[src/rtl/llpm_arb_pkg.sv]
// Shared arbitration helpers: rotated find-first used by round-robin arbiters.
// Sized for up to MaxInputs requesters; callers zero-extend their vectors.
package llpm_arb_pkg;

    localparam int unsigned MaxInputs   = 32;
    localparam int unsigned MaxIdxWidth = 5;

    typedef struct packed {
        logic                   any;
        logic [MaxIdxWidth-1:0] idx;
    } rr_pick_t;

    // First set bit of valid[0..n-1] scanning upward from ptr with wrap; idx = ptr when none set.
    function automatic rr_pick_t rr_first(
        input logic [MaxInputs-1:0]   valid,
        input logic [MaxIdxWidth-1:0] ptr,
        input int unsigned            n
    );
        rr_pick_t             r;
        logic [MaxIdxWidth:0] pos;
        r.any = 1'b0;
        r.idx = ptr;
        for (int unsigned k = 0; k < MaxInputs; k++) begin
            pos = {1'b0, ptr} + (MaxIdxWidth+1)'(k);
            if (pos >= (MaxIdxWidth+1)'(n)) begin
                pos = pos - (MaxIdxWidth+1)'(n);
            end
            if (!r.any && (k < n) && valid[pos[MaxIdxWidth-1:0]]) begin
                r.any = 1'b1;
                r.idx = pos[MaxIdxWidth-1:0];
            end
        end
        return r;
    endfunction

endpackage

[src/rtl/rr_pick.sv]
// Combinational round-robin picker: first valid requester at or after ptr_i.
// Latency: zero cycles. Backpressure: none, pure function of its inputs.
// Backpressure is applied by the instantiating arbiter.
module rr_pick
    import llpm_arb_pkg::*;
#(
    parameter int unsigned NumInputs = 4,
    parameter int unsigned IdxWidth  = 2
) (
    input  logic [NumInputs-1:0] valid_i,
    input  logic [IdxWidth-1:0]  ptr_i,
    output logic [IdxWidth-1:0]  idx_o,
    output logic                 any_o
);

    rr_pick_t res;

    always_comb begin
        res   = rr_first(MaxInputs'(valid_i), MaxIdxWidth'(ptr_i), NumInputs);
        idx_o = IdxWidth'(res.idx);
        any_o = res.any;
    end

endmodule

[src/rtl/rr_merge.sv]
// Round-robin merge of NumInputs valid/bp producers onto one downstream channel.
// Latency: zero cycles (din->dout and dout_bp->din_bp are combinational).
// Backpressure: a stalled grant is locked until accepted; non-granted inputs see din_bp=1.
module rr_merge
    import llpm_arb_pkg::*;
#(
    parameter int unsigned Width     = 8,
    parameter int unsigned NumInputs = 4,
    localparam int unsigned IdxWidth = (NumInputs > 1) ? $clog2(NumInputs) : 1
) (
    input  logic                           clk,
    input  logic                           resetn,
    input  logic [NumInputs*Width-1:0]     din,
    input  logic [NumInputs-1:0]           din_valid,
    output logic [NumInputs-1:0]           din_bp,
    output logic [Width-1:0]               dout,
    output logic [IdxWidth-1:0]            dout_idx,
    output logic                           dout_valid,
    input  logic                           dout_bp
);

    logic [IdxWidth-1:0] ptr_q, ptr_d;
    logic                locked_q, locked_d;
    logic [IdxWidth-1:0] lock_idx_q, lock_idx_d;

    logic [IdxWidth-1:0] pick_idx;
    logic                pick_any;
    logic [IdxWidth-1:0] grant;
    logic [Width-1:0]    din_arr [NumInputs];

    for (genvar i = 0; i < NumInputs; i++) begin : g_unpack
        assign din_arr[i] = din[i*Width +: Width];
    end

    rr_pick #(
        .NumInputs (NumInputs),
        .IdxWidth  (IdxWidth)
    ) u_pick (
        .valid_i (din_valid),
        .ptr_i   (ptr_q),
        .idx_o   (pick_idx),
        .any_o   (pick_any)
    );

    // While locked, only the locked input's valid reaches dout_valid.
    always_comb begin
        grant      = locked_q ? lock_idx_q : pick_idx;
        dout_valid = locked_q ? din_valid[lock_idx_q] : pick_any;
        dout       = din_arr[grant];
        dout_idx   = grant;
        for (int i = 0; i < NumInputs; i++) begin
            din_bp[i] = !(dout_valid && !dout_bp && (grant == IdxWidth'(i)));
        end
    end

    always_comb begin
        ptr_d      = ptr_q;
        locked_d   = locked_q;
        lock_idx_d = lock_idx_q;
        if (dout_valid && !dout_bp) begin
            ptr_d    = (grant == IdxWidth'(NumInputs - 1)) ? '0 : grant + 1'b1;
            locked_d = 1'b0;
        end else if (dout_valid && dout_bp && !locked_q) begin
            locked_d   = 1'b1;
            lock_idx_d = grant;
        end else if (locked_q && !dout_valid) begin
            // Locked producer withdrew its token; fall back to normal arbitration.
            locked_d = 1'b0;
        end
    end

    always_ff @(posedge clk) begin
        if (!resetn) begin
            ptr_q      <= '0;
            locked_q   <= 1'b0;
            lock_idx_q <= '0;
        end else begin
            ptr_q      <= ptr_d;
            locked_q   <= locked_d;
            lock_idx_q <= lock_idx_d;
        end
    end

endmodule

[config.mk]
export PLATFORM = sky130hd
export DESIGN_NAME = rr_merge
export DESIGN_NICKNAME = d
export VERILOG_FILES = /design/src/rtl/llpm_arb_pkg.sv /design/src/rtl/rr_pick.sv /design/src/rtl/rr_merge.sv
export SDC_FILE = /design/constraint.sdc
export NUM_CORES = 1
export LEC_CHECK = 0
export ABC_AREA = 1
export CAP_MARGIN = 20
export CORE_AREA = 2 2 56 58
export DETAILED_ROUTE_END_ITERATION = 16
export DIE_AREA = 0 0 58 60
export PLACE_DENSITY = 0.91
export REMOVE_ABC_BUFFERS = 1
export SETUP_SLACK_MARGIN = 0.4
export SYNTH_ARGS = -nofsm -noshare
export SYNTH_HDL_FRONTEND = slang
export SYNTH_SLANG_ARGS = --single-unit
[constraint.sdc]
create_clock -name clk -period 3.95 [get_ports clk]
set_clock_uncertainty 0.15 [all_clocks]
set_input_delay 0.79 -clock clk [delete_from_list [all_inputs] [get_ports clk]]
set_output_delay 0.79 -clock clk [all_outputs]
set_load 0.05 [all_outputs]
== Word-level counts from Yosys, hierarchy flattened ==
Index checks and enable logic that the tools add are counted.
Widths: inputs -> output; s select.
Storage, ports and cells
  flip-flop bits (word level): 5
  output and inout port bits: 15
  logic and storage cells: 78
  input port bits: 39
Cells by class
  bitwise gates (word level): 3
  reductions and logical operators: 25
  order comparisons: 10
  equal/unequal tests: 3
  muxes and demuxes: 26
  $add $sub $neg: 8
Operators by type and width (count)
  $lt 5x6->1 const B: 4
  $mux 6: 4
  $bmux 1 s5: 4
  $mux 5: 4
  $ge 6x3->1 const B: 3
  $bmux 8 s2: 1
  $mux 8: 2
  $sub 5x3->5 const B: 3
  $logic_and 1x1->1: 11
  $logic_not 1->1: 10
  $mux 1: 8
  $add 2x2->3 const B: 2
  $eq 2x2->1 const B: 2
  $mux 2: 2
  $sub 2x3->4 const B: 1
  $add 2x1->3 const B: 1
  $ge 2x3->1 const B: 1
  $ge 3x3->1 const B: 1
  $lt 2x3->1 const B: 1
  $not 2->3: 1
  $add 2x1->2 const B: 1
  $bmux 1 s2: 1
  $eq 2x1->1 const B: 1
  $logic_not 2->1: 1
  other kinds (4): 5

== Longest topological paths before layout ==
  depth after elaboration: 19
  gate-level depth with buffers: 18
  mapped depth without buffers: 16

== Modules after synthesis ==
A second synthesis with hierarchy kept.
Second synthesis, totals
  cells, all modules: 149
  area, all modules: 915.9 um2
Modules (own cells, without submodules)
  rr_merge: times used 1, seq. area each 100.1 um2, cells an instance 94, area an instance 553.0 um2
  rr_pick: times used 1, seq. area each 0.0 um2, cells an instance 55, area an instance 362.8 um2

== Worst setup path before layout ==
No wires, ideal clock.
  path type: flip-flop to output port
  start point: register ptr_q[0]
  end point: output port din_bp[1]
  buffers on the path: 2
  path slack: 446 ps
  required time: 3010 ps
  stages on the path, launching flop included: 17
  data arrival time: 2564 ps
  cells stage by stage: dfxtp_1 buf_6 inv_8 ha_1 inv_2 nand3_2 nand3_2 nand3_2 nor2_2 nand2_1 nand2_2 nand2_4 nand2_8 buf_12 inv_2 ha_1 nand2_1
On the way
  longest elaborated chain between the ends: 18
  elaborated cells on any way between the ends: 39
  those cells by class: add/sub (7); order compare (4); eq/ne (1); mux (18); reduce/logical (9)
RTL lines
  start: declaration: RTL line rr_merge.sv:22  | logic [IdxWidth-1:0] ptr_q, ptr_d;
  start signal: assignment: RTL line rr_merge.sv:78  | ptr_q <= ptr_d;
  parallel branches: the longest is 13 deep, another holds $sub 5x3->5
  $mux 6 (*): RTL line llpm_arb_pkg.sv:28  | if (!r.any && (k < n) && valid[pos[MaxIdxWidth-1:0]]) begin
  $mux 2 (*): RTL line rr_merge.sv:47  | grant = locked_q ? lock_idx_q : pick_idx;
  named net dout_idx[0]: RTL line rr_merge.sv:17  | output logic [IdxWidth-1:0] dout_idx,
  $eq 2x1->1 (*): RTL line rr_merge.sv:52  | din_bp[i] = !(dout_valid && !dout_bp && (grant == IdxWidth'(i)));
  $logic_and 1x1->1 (*): RTL line rr_merge.sv:52
  $logic_not 1->1 (*): RTL line rr_merge.sv:52
  end: declaration: RTL line rr_merge.sv:15  | output logic [NumInputs-1:0] din_bp,
Mark *: on every way through the listed nets, which the timed path passes. The select of a mux whose other input is x is not followed.

== Worst setup path in the final report ==
  start point: input port din_valid[0]
  end point: output port din_bp[2]
On the way
  longest elaborated chain between the ends: 16
  elaborated cells on any way between the ends: 26
  those cells by class: eq/ne (1); mux (16); reduce/logical (9)
RTL lines
  start: declaration: RTL line rr_merge.sv:14  | input logic [NumInputs-1:0] din_valid,
  $bmux 1 s5: RTL line llpm_arb_pkg.sv:28
  $mux 1 (not written as such): RTL line llpm_arb_pkg.sv:28
  $mux 6: RTL line llpm_arb_pkg.sv:28
  $logic_not 1->1: RTL line llpm_arb_pkg.sv:28
  $logic_and 1x1->1: RTL line llpm_arb_pkg.sv:28
  $mux 6: RTL line llpm_arb_pkg.sv:28
  $logic_not 1->1: RTL line llpm_arb_pkg.sv:28
  $logic_and 1x1->1: RTL line llpm_arb_pkg.sv:28
  $mux 6: RTL line llpm_arb_pkg.sv:28
  $logic_not 1->1: RTL line llpm_arb_pkg.sv:28
  $logic_and 1x1->1: RTL line llpm_arb_pkg.sv:28
  $mux 6: RTL line llpm_arb_pkg.sv:28
  $mux 2 or $mux 1 (tied branches): RTL line rr_merge.sv:47, rr_merge.sv:48
  $eq 2x2->1 or $logic_and 1x1->1 (tied branches): RTL line rr_merge.sv:52
  $logic_and 1x1->1 (*): RTL line rr_merge.sv:52
  $logic_not 1->1 (*): RTL line rr_merge.sv:52
Mark *: on every way between the ends. The rest lies on a longest branch, timed or not. The select of a mux whose other input is x is not followed.

==> results.toml <==
[yosys]
netlist_area_mm2 = 0.00115
synth_seq_cells = 5
synthTopCellsByArea = "nand2_1 (18%), nand3_1 (15%), inv_1 (9.1%)"
syn_avg_cell_area_um2 = 6.00
synth_compound_area_frac = 0.0543
yosysTopAreaCell = "nand2_1"
synth-simple-area-share = 0.604
synthAdderAreaFrac = 0.0870
synth-xor-area-share = 0
ys_types = 26
ys_seq_area_frac = 0.0870
synth.area.mux_share = 0.00870
yosysWarnings = 0
postSynthCellCount = 192
synth_top_family_by_area = "simple AND/OR/NAND/NOR gates"
yosysTopAreaCellShare = 0.179

[cells_and_area]
drive_gt1_frac = 0.312
final_cell_mix = "nand2_1 (51), nand3_1 (35), clkdlybuf4s50_1 (34)"
regArea_um2 = 105
multi_input_area_um2 = 891
area_delta_synth_final_pct = 68.8
nets = 301
final_common_cell = "nand2_1"
antenna_cells = 0
nFillCells = 224

[global_routing]
antenna_found_initial = 0
grt_start_max_net_pins = 18
grt_most_used_layer = "met2"
grt_pass1_wl_um = 5340
grt_use_total = 0.198
grt_util_met1 = 0.190
use_met3 = 0.0584
grt_overflow_total = 0
met2_usage = 0.381
grt_pass1_vias = 1330

[sta]
fin_crit_sh = 0.875
worst_slew_pin_slew_ps = 387
hold_violations = 0
relSlewSlack = 0.742
rsz0062_at_grt = "true"
fin_setup_tns_ps = 0
period_needed_ps = 3460
max_freq_mhz = 289
drv_slew = 0
finalSetupViolations = 0

[detailed_routing]
routed_wl_um = 3410
drc = 0
wire_per_inst_um = 11.9
ant_nets = 0
avgViaCountPerCell = 5.16
firstDrtPassIters = 4
drt_iter0_markers = 67
dr_total_vias = 1475

[floorplanning]
die_area_mm2 = 0.00348
die_h_um = 60
core_mm2 = 0.00290
rows = 20
io_pins = 54
die_w_um = 58
start_util = 0.397

[worst_hold_path]
worstHoldPathType = "reg2reg"
holdPathStages = 2

[setup_path]
crit_path_end_kind = "output pin"
crit_type = "in2out"
reg2reg_depth = 15
crit_fanout = 8
crit_arrival_ps = 2520
cp.required_ps = 3010
startpoint_type = "input port"

[cts]
clockBufferDepth = 2
path_clk_slew_ps = 40
cts_sinks = 5
clock-root-buffer = "clkbuf_4"
htree_levels = 1
cts_inserted_buffers = 3
cts_tree = "built"
clk_latency_ps = 260

[placed_design]
io_buffer_count = 53
routabilityCongestion = 0.933
place_hpwl_um = 2580

[run_status]
outcome = "completed"

[flow_run]
cap_violations = 0
==> final cells by class <==
type	count	area share
repair buffers	62	0.383
clock buffers	3	0.0116
clock inverters	1	0.00258
well taps	33	0.0212
multi-input cells	149	0.458
inverters	33	0.0689
flip-flops and latches	5	0.0541
==> kinds of logic (layout without fill, tap and decap cells) <==
group / after synthesis / after routing
buf+inv: 38 / 99
mux: 1 / 1
compound gates: 10 / 10
simple gates: 130 / 130
fa+ha+maj: 8 / 8
flops: 5 / 5
==> through the flow <==
step                setup WS (ps)  cell area, um^2  utilization  hold slack (ps)  cells
finish                        495             1940        0.669              454    286
global placement              237             1830        0.631              406    276
global route                  361             1940        0.669              479    286
CTS                           407             1920        0.661              439    286
detailed placement            158             1830        0.631              428    276
floorplan                     335             1100            -              353    187
==> registers in the layout, summed over array words and instances, names as in the netlist <==
register	cells
locked_q	1
lock_idx_q	2
ptr_q	2
==> synth_stat cells (all sizes together) <==
| cell type | instances |
|---|---|
| a21oi | 2 |
| o21ai | 4 |
| o211ai | 3 |
| nand2 | 76 |
| ha | 8 |
| inv | 33 |
| or2 | 2 |
| a31oi | 1 |
| buf | 4 |
| mux2i | 1 |
| dfxtp | 5 |
| clkbuf | 1 |
| nor2 | 7 |
| nand4 | 2 |
| nand3 | 43 |
==> path summary, 6_finish.rpt <==
path                 start       endpoint  slack, ps
max reg2reg       ptr_q[1]       ptr_q[1]       1480
min reg2reg  lock_idx_q[1]  lock_idx_q[1]        450
max           din_valid[0]      din_bp[2]        490
min          lock_idx_q[1]  lock_idx_q[1]        450
==> critical path, cell delays in order <==
cell and delay (ps):
dlygate4sd2_1 280, nand2_2 100, nand3_2 100, nand2_4 130, nand3_2 90, nand2_1 60
nand2_1 40, nand2_1 70, nand2_2 80, nand2_4 100, nand2_8 80, buf_4 160
ha_1 190, nand2_1 110, buf_12 140
==> what timing repair did <==
action | CTS | global route
hold buffers | 0 | 0
buffers inserted | 6 | 0
resized for setup | 7 | 13
endpoints found under the setup margin | 12 | 12
pin swaps | 0 | 2
==> per-layer routing <==
metal,wire [um],share of wire
met5,0,0
met4,87,0.026
met3,253,0.074
met2,1880,0.55
met1,1200,0.35
Power is not shown: default switching activity piles up to over one toggle a cycle in this logic, so the estimate is an artifact.
